## config.mk

```make
export PLATFORM = sky130hd
export DESIGN_NAME = mem_stage_lsu
export DESIGN_NICKNAME = d
export VERILOG_FILES = /design/src/rtl/mem_stage_lsu.sv
export SDC_FILE = /design/constraint.sdc
export NUM_CORES = 1
export LEC_CHECK = 0
export CORE_MARGIN = 4
export CORE_UTILIZATION = 25
export DETAILED_ROUTE_END_ITERATION = 12
export PLACE_DENSITY = 0.55
export SYNTH_ARGS = -nofsm -noshare
export SYNTH_HDL_FRONTEND = slang
export SYNTH_SLANG_ARGS = --single-unit
```

## constraint.sdc

```tcl
create_clock -name clk -period 2 [get_ports clk]
set_clock_uncertainty 0.1 [all_clocks]
set_input_delay 0.3 -clock clk [delete_from_list [all_inputs] [get_ports clk]]
set_output_delay 0.3 -clock clk [all_outputs]
set_load 0.05 [all_outputs]
```

## src/rtl/mem_stage_lsu.sv

```systemverilog
// mem_stage_lsu
//   MEM-stage load/store unit feeding the MEM->WB pipeline register.
//   Non-memory ops pass straight through in the same cycle. An aligned load or
//   store is latched, and then one req/ack transaction runs with data memory.
//   Upstream is stalled until the transaction completes.
//   Misaligned accesses and illegal size codes raise a one-cycle mem_fault and
//   issue no memory request.
//
// Ports
//   clk, rst          clock; synchronous active-high reset
//   EX_*              operation from the EX/MEM register
//   dmem_req/wr/addr/wdata/be, dmem_ack/rdata
//                     data memory request/acknowledge handshake
//   Mem_data_mem, MEM_rd, MEM_we
//                     result, destination and write enable to MEM->WB
//   mem_stall         hold the EX/MEM stage
//   mem_fault         misaligned or illegal access (one-cycle pulse)
//
// States
//   IDLE | waiting; non-memory ops pass through; memory op is latched on accept
//   BUSY | request outstanding on dmem_*; waiting for dmem_ack
//   DONE | formatted result presented to MEM->WB for one cycle
module mem_stage_lsu #(
    parameter int XLEN = 32
) (
    input  logic            clk,
    input  logic            rst,
    input  logic            EX_valid,
    input  logic [XLEN-1:0] EX_alu_res,
    input  logic [XLEN-1:0] EX_store_data,
    input  logic [4:0]      EX_rd,
    input  logic            EX_we,
    input  logic            EX_is_load,
    input  logic            EX_is_store,
    input  logic [2:0]      EX_funct3,
    output logic            dmem_req,
    output logic            dmem_wr,
    output logic [XLEN-1:0] dmem_addr,
    output logic [XLEN-1:0] dmem_wdata,
    output logic [3:0]      dmem_be,
    input  logic            dmem_ack,
    input  logic [XLEN-1:0] dmem_rdata,
    output logic [XLEN-1:0] Mem_data_mem,
    output logic [4:0]      MEM_rd,
    output logic            MEM_we,
    output logic            mem_stall,
    output logic            mem_fault
);

    typedef enum logic [1:0] {
        S_IDLE = 2'd0,
        S_BUSY = 2'd1,
        S_DONE = 2'd2
    } state_t;

    state_t          state, state_nxt;

    logic [XLEN-1:0] op_addr;
    logic [XLEN-1:0] op_data;
    logic [4:0]      op_rd;
    logic            op_we;
    logic [2:0]      op_funct3;
    logic            op_load;
    logic [XLEN-1:0] op_result;

    logic            accept;
    logic            capture;
    logic            is_mem;
    logic            illegal;
    logic [XLEN-1:0] lane;
    logic [XLEN-1:0] load_fmt;

    assign is_mem = EX_is_load | EX_is_store;

    // Size is taken from funct3[1:0]; funct3[2] only selects zero-extension.
    always_comb begin
        illegal = 1'b0;
        case (EX_funct3)
            3'b011, 3'b110, 3'b111: illegal = 1'b1;
            default: begin
                if (EX_funct3[1:0] == 2'b01 && EX_alu_res[0])
                    illegal = 1'b1;
                if (EX_funct3[1:0] == 2'b10 && EX_alu_res[1:0] != 2'b00)
                    illegal = 1'b1;
            end
        endcase
    end

    // Memory-side drive comes only from latched registers, so it stays
    // stable for the whole time the request is outstanding.
    assign dmem_wr   = ~op_load;
    assign dmem_addr = {op_addr[XLEN-1:2], 2'b00};

    always_comb begin
        dmem_be    = 4'b0000;
        dmem_wdata = op_data;
        case (op_funct3[1:0])
            2'b00: begin
                dmem_be    = 4'b0001 << op_addr[1:0];
                dmem_wdata = {4{op_data[7:0]}};
            end
            2'b01: begin
                dmem_be    = 4'b0011 << op_addr[1:0];
                dmem_wdata = {2{op_data[15:0]}};
            end
            default: begin
                dmem_be    = 4'b1111;
                dmem_wdata = op_data;
            end
        endcase
        if (op_load)
            dmem_be = 4'b0000;
    end

    assign lane = dmem_rdata >> {op_addr[1:0], 3'b000};

    always_comb begin
        case (op_funct3)
            3'b000:  load_fmt = {{24{lane[7]}}, lane[7:0]};
            3'b001:  load_fmt = {{16{lane[15]}}, lane[15:0]};
            3'b100:  load_fmt = {24'd0, lane[7:0]};
            3'b101:  load_fmt = {16'd0, lane[15:0]};
            default: load_fmt = dmem_rdata;
        endcase
    end

    always_ff @(posedge clk) begin
        if (rst) begin
            state     <= S_IDLE;
            op_addr   <= '0;
            op_data   <= '0;
            op_rd     <= '0;
            op_we     <= 1'b0;
            op_funct3 <= '0;
            op_load   <= 1'b0;
            op_result <= '0;
        end else begin
            state <= state_nxt;
            if (accept) begin
                op_addr   <= EX_alu_res;
                op_data   <= EX_store_data;
                op_rd     <= EX_rd;
                op_we     <= EX_we;
                op_funct3 <= EX_funct3;
                op_load   <= EX_is_load;
            end
            if (capture)
                op_result <= load_fmt;
        end
    end

    always_comb begin
        state_nxt    = state;
        accept       = 1'b0;
        capture      = 1'b0;
        dmem_req     = 1'b0;
        Mem_data_mem = '0;
        MEM_rd       = '0;
        MEM_we       = 1'b0;
        mem_stall    = 1'b0;
        mem_fault    = 1'b0;
        if (!rst) begin
            case (state)
                S_IDLE: begin
                    if (EX_valid) begin
                        if (!is_mem) begin
                            Mem_data_mem = EX_alu_res;
                            MEM_rd       = EX_rd;
                            MEM_we       = EX_we;
                        end else if (illegal) begin
                            mem_fault = 1'b1;
                        end else begin
                            accept    = 1'b1;
                            mem_stall = 1'b1;
                            state_nxt = S_BUSY;
                        end
                    end
                end
                S_BUSY: begin
                    dmem_req  = 1'b1;
                    mem_stall = 1'b1;
                    if (dmem_ack) begin
                        capture   = 1'b1;
                        state_nxt = S_DONE;
                    end
                end
                S_DONE: begin
                    // EX still shows the completed op here; it must not be
                    // accepted a second time.
                    Mem_data_mem = op_result;
                    MEM_rd       = op_rd;
                    MEM_we       = op_we & op_load;
                    state_nxt    = S_IDLE;
                end
                default: state_nxt = S_IDLE;
            endcase
        end
    end

endmodule

```

==> summary.md <==
| Metric | Value |
|---|---|
| Endpoints failing hold | 0 |
| RSZ-0062 raised after global routing | yes |
| Most common cell after layout, fill and taps aside | clkdlybuf4s50_1 |
| Initial Utilization | 0.2553 |
| Worst setup path class | reg -> out |
| F_max | 454.2 MHz |
| Final Setup Violations | 39 |
| Leakage power | 3.684 nW |
| Post-DRT Antenna Nets | 0 |
| Depth of the CTS H-tree | 3 |
| Max-Slew Margin vs Limit | 0.4644 |
| Final min period | between 2000 and 2500 ps |
| Reg-to-Reg End | op_addr[13]$_SDFFE_PP0P_ |
| CTS buffer count | 9 |
| Reported max-cap violation count | 0 |
| Clock Tree Buf Depth | 2 |
| Distinct cells, synth | 49 |
| Final #Nets | 998 |
| Clock slew at reported path FFs | 70 ps |
| Initial antenna violation count | 2 |
| Total track usage | 0.1797 |
| Arr. time, crit path | 1800 ps |
| Final period utilization | 1.101 |
| Ys async rst share | 0 |
| CP endpoint kind | output pin |
| Share of cells above drive strength 1 | 0.3229 |
| Vias per Instance | 4.791 |
| Synth warnings | 0 |
| Root buf cell | clkbuf_16 |
| DRT Pass-1 Iters | 4 |
| Failing checks | setup timing |
| Die Area | 0.02577 mm^2 |
| Max Transition Viols Final | 0 |
| Reg2Reg Setup Slack | 170 ps |
| Cell Count Post-Placement | roughly 1200 |
| DRC viols | 0 |
| Synthesized area | 0.005816 mm^2 |
| Vias in the first global route | about 6000 |
| Hold Crit Start | rst |
| Worst Hold Class | in -> reg |
| Maximum VDD drop | 0.3790 mV |
| Register area share after synthesis | 0.3718 |
| CTS tree | yes |
| Final worst slack | -201.7 ps |
| Pwr dens | 565.6 mW/mm^2 |
| Most frequent cells in the layout | clkdlybuf4s50_1 (136), dfxtp_1 (103), buf_12 (69), o21ai_0 (64), buf_4 (59) |
| Die W | 160.5 um |
| Top Ports | 221 |
| FP Rows | 55 |
| Die span in y | 160.5 um |
| Drt first-iter violations | 256 |
| Core Util, Final | 0.4433 |
| Clock latency on the worst-skew pair | 360 ps |
| # port buffers | 218 |
| Maximum fanout along the worst path | 7 |
| # diodes | 0 |
| Final non-filler cell total | 1205 |
| Clock sink count | between 100 and 150 |
| Synth-to-Final Area Change | 73.64% |
| Critical Path Source Type | flip-flop |
| Hold Path Sink | state[0]$_SDFFE_PP0P_ |
| Synth Register Bits | between 100 and 150 |
| Core area | 0.02278 mm^2 |
| Overall Power | 0.005712 W |
| Largest net degree at the start of global routing | between 80 and 90 |
| Syn Area/Cell | between 8 and 9 um^2 |
| Post-DP HPWL | 16.80 mm |
| Post-synth EDFFs | 0 |
| WL final | 23.81 mm |
| WL per Instance | about 20 um |
| Cells after Synth | between 600 and 700 |
| First-pass GRT wire length | 36.18 mm |
| Worst hold stages | 3 |
| Critical path required time | about 1600 ps |
| Critical R2R Launch | state[1]$_SDFFE_PP0P_ |
| Routability Congestion | 0.7849 |
| Status | complete, but fails checks |
| Slew at the pin closest to its max-slew limit | 803.5 ps |
| Ys flop type | dfxtp_1 |
| Via count | 5773 |
| Worst reg2reg path depth | 7 |
| Grt total ovfl | 0 |
worst max path at each step:
stage | from | end | slack (ps) | cells after the start
global placement | EX_is_load | Mem_data_mem[1] | -300 | 6
floorplan | state[0]$_SDFFE_PP0P_ | Mem_data_mem[11] | -140 | 5
global route | state[1]$_SDFFE_PP0P_ | Mem_data_mem[4] | -290 | 7
finish | state[1]$_SDFFE_PP0P_ | Mem_data_mem[4] | -200 | 7
CTS | state[1]$_SDFFE_PP0P_ | Mem_data_mem[1] | -200 | 7
detailed placement | EX_is_load | Mem_data_mem[1] | -330 | 6
per-stage QoR:
| stage | setup slack [ps] | hold WS [ps] | TNS (ps) | area [um^2] |
|---|---|---|---|---|
| floorplan | -142.0 | 311.5 | -2885 | 6128 |
| CTS | -198.3 | 181.3 | -5243 | 10010 |
| finish | -201.7 | 195.7 | -6037 | 10100 |
| detailed placement | -329.7 | 352.8 | -22350 | 9219 |
| global route | -286.1 | 210.2 | -9111 | 10100 |
| global placement | -298.0 | 342.7 | -19630 | 9219 |
per-layer routing:
layer | routed length [um] | global-route usage | part of all wire
met5 | 22 | 0 | 0.00092
met3 | 2176 | 0.06415 | 0.091
met1 | 9618 | 0.2153 | 0.40
met4 | 462 | 0.03989 | 0.019
met2 | 11530 | 0.3097 | 0.48
synthesized netlist by cell type (6+ instances only):
master | n | share of area
clkbuf_1 | 46 | 0.030
nand2b_1 | 45 | 0.048
buf_4 | 40 | 0.052
a2bb2oi_1 | 13 | 0.020
nand2_1 | 26 | 0.017
mux2_2 | 18 | 0.035
o21ai_0 | 72 | 0.062
a22oi_1 | 37 | 0.048
o2bb2ai_1 | 6 | 0.0090
nor2b_1 | 34 | 0.037
a21oi_1 | 29 | 0.025
o21ai_1 | 6 | 0.0052
mux2_1 | 28 | 0.054
mux2i_1 | 17 | 0.029
and3_1 | 16 | 0.017
nand3_1 | 45 | 0.039
nor2_1 | 46 | 0.030
dfxtp_1 | 108 | 0.37
o221ai_1 | 6 | 0.0090
cell families after synthesis:
| logic type | share of synthesized area |
|---|---|
| buf+inv | 0.09488 |
| compound gates | 0.2010 |
| mux | 0.1261 |
| simple gates | 0.2057 |
| other cells | 0.0006448 |
| flops | 0.3718 |
registers in the layout (all words and copies together), names as in the netlist:
register and cells:
op_addr 32, op_rd 5, op_load 1, state 2, op_we 1, op_result 32
op_data 32, op_funct3 3
repair_timing:
action,CTS,global route
setup buffers,9,1
resized for setup,66,16
cloned,6,1
pin swaps,14,9
hold buffers,0,0
setup endpoints to repair,54,64
cell type report:
class	instances	area [um^2]
inverter	4	18.77
fill	2227	12680
sequential	108	2176
clock inverter	6	57.56
clock buffer	10	239.0
timing repair buffer	286	3541
tap	313	391.6
multi-input combinational	478	3675
report_power, final:
part | switching, W | leakage, nW | total (W) | internal [W]
clock | 0.000911 | 0.144 | 0.00182 | 0.000906
combinational | 0.000846 | 2.66 | 0.00157 | 0.000725
sequential | 0.0000809 | 0.881 | 0.00232 | 0.00224
total | 0.00184 | 3.68 | 0.00571 | 0.00387
worst max-delay path, cell delays in order, from the launching register on:
cell and delay (ps):
dfxtp_2 350, nand2b_4 160, nor4_4 190, buf_6 210, buf_12 160, a22oi_1 80, nor2_2 150, buf_12 160
No activity file was read; power rests on OpenSTA's default activity.
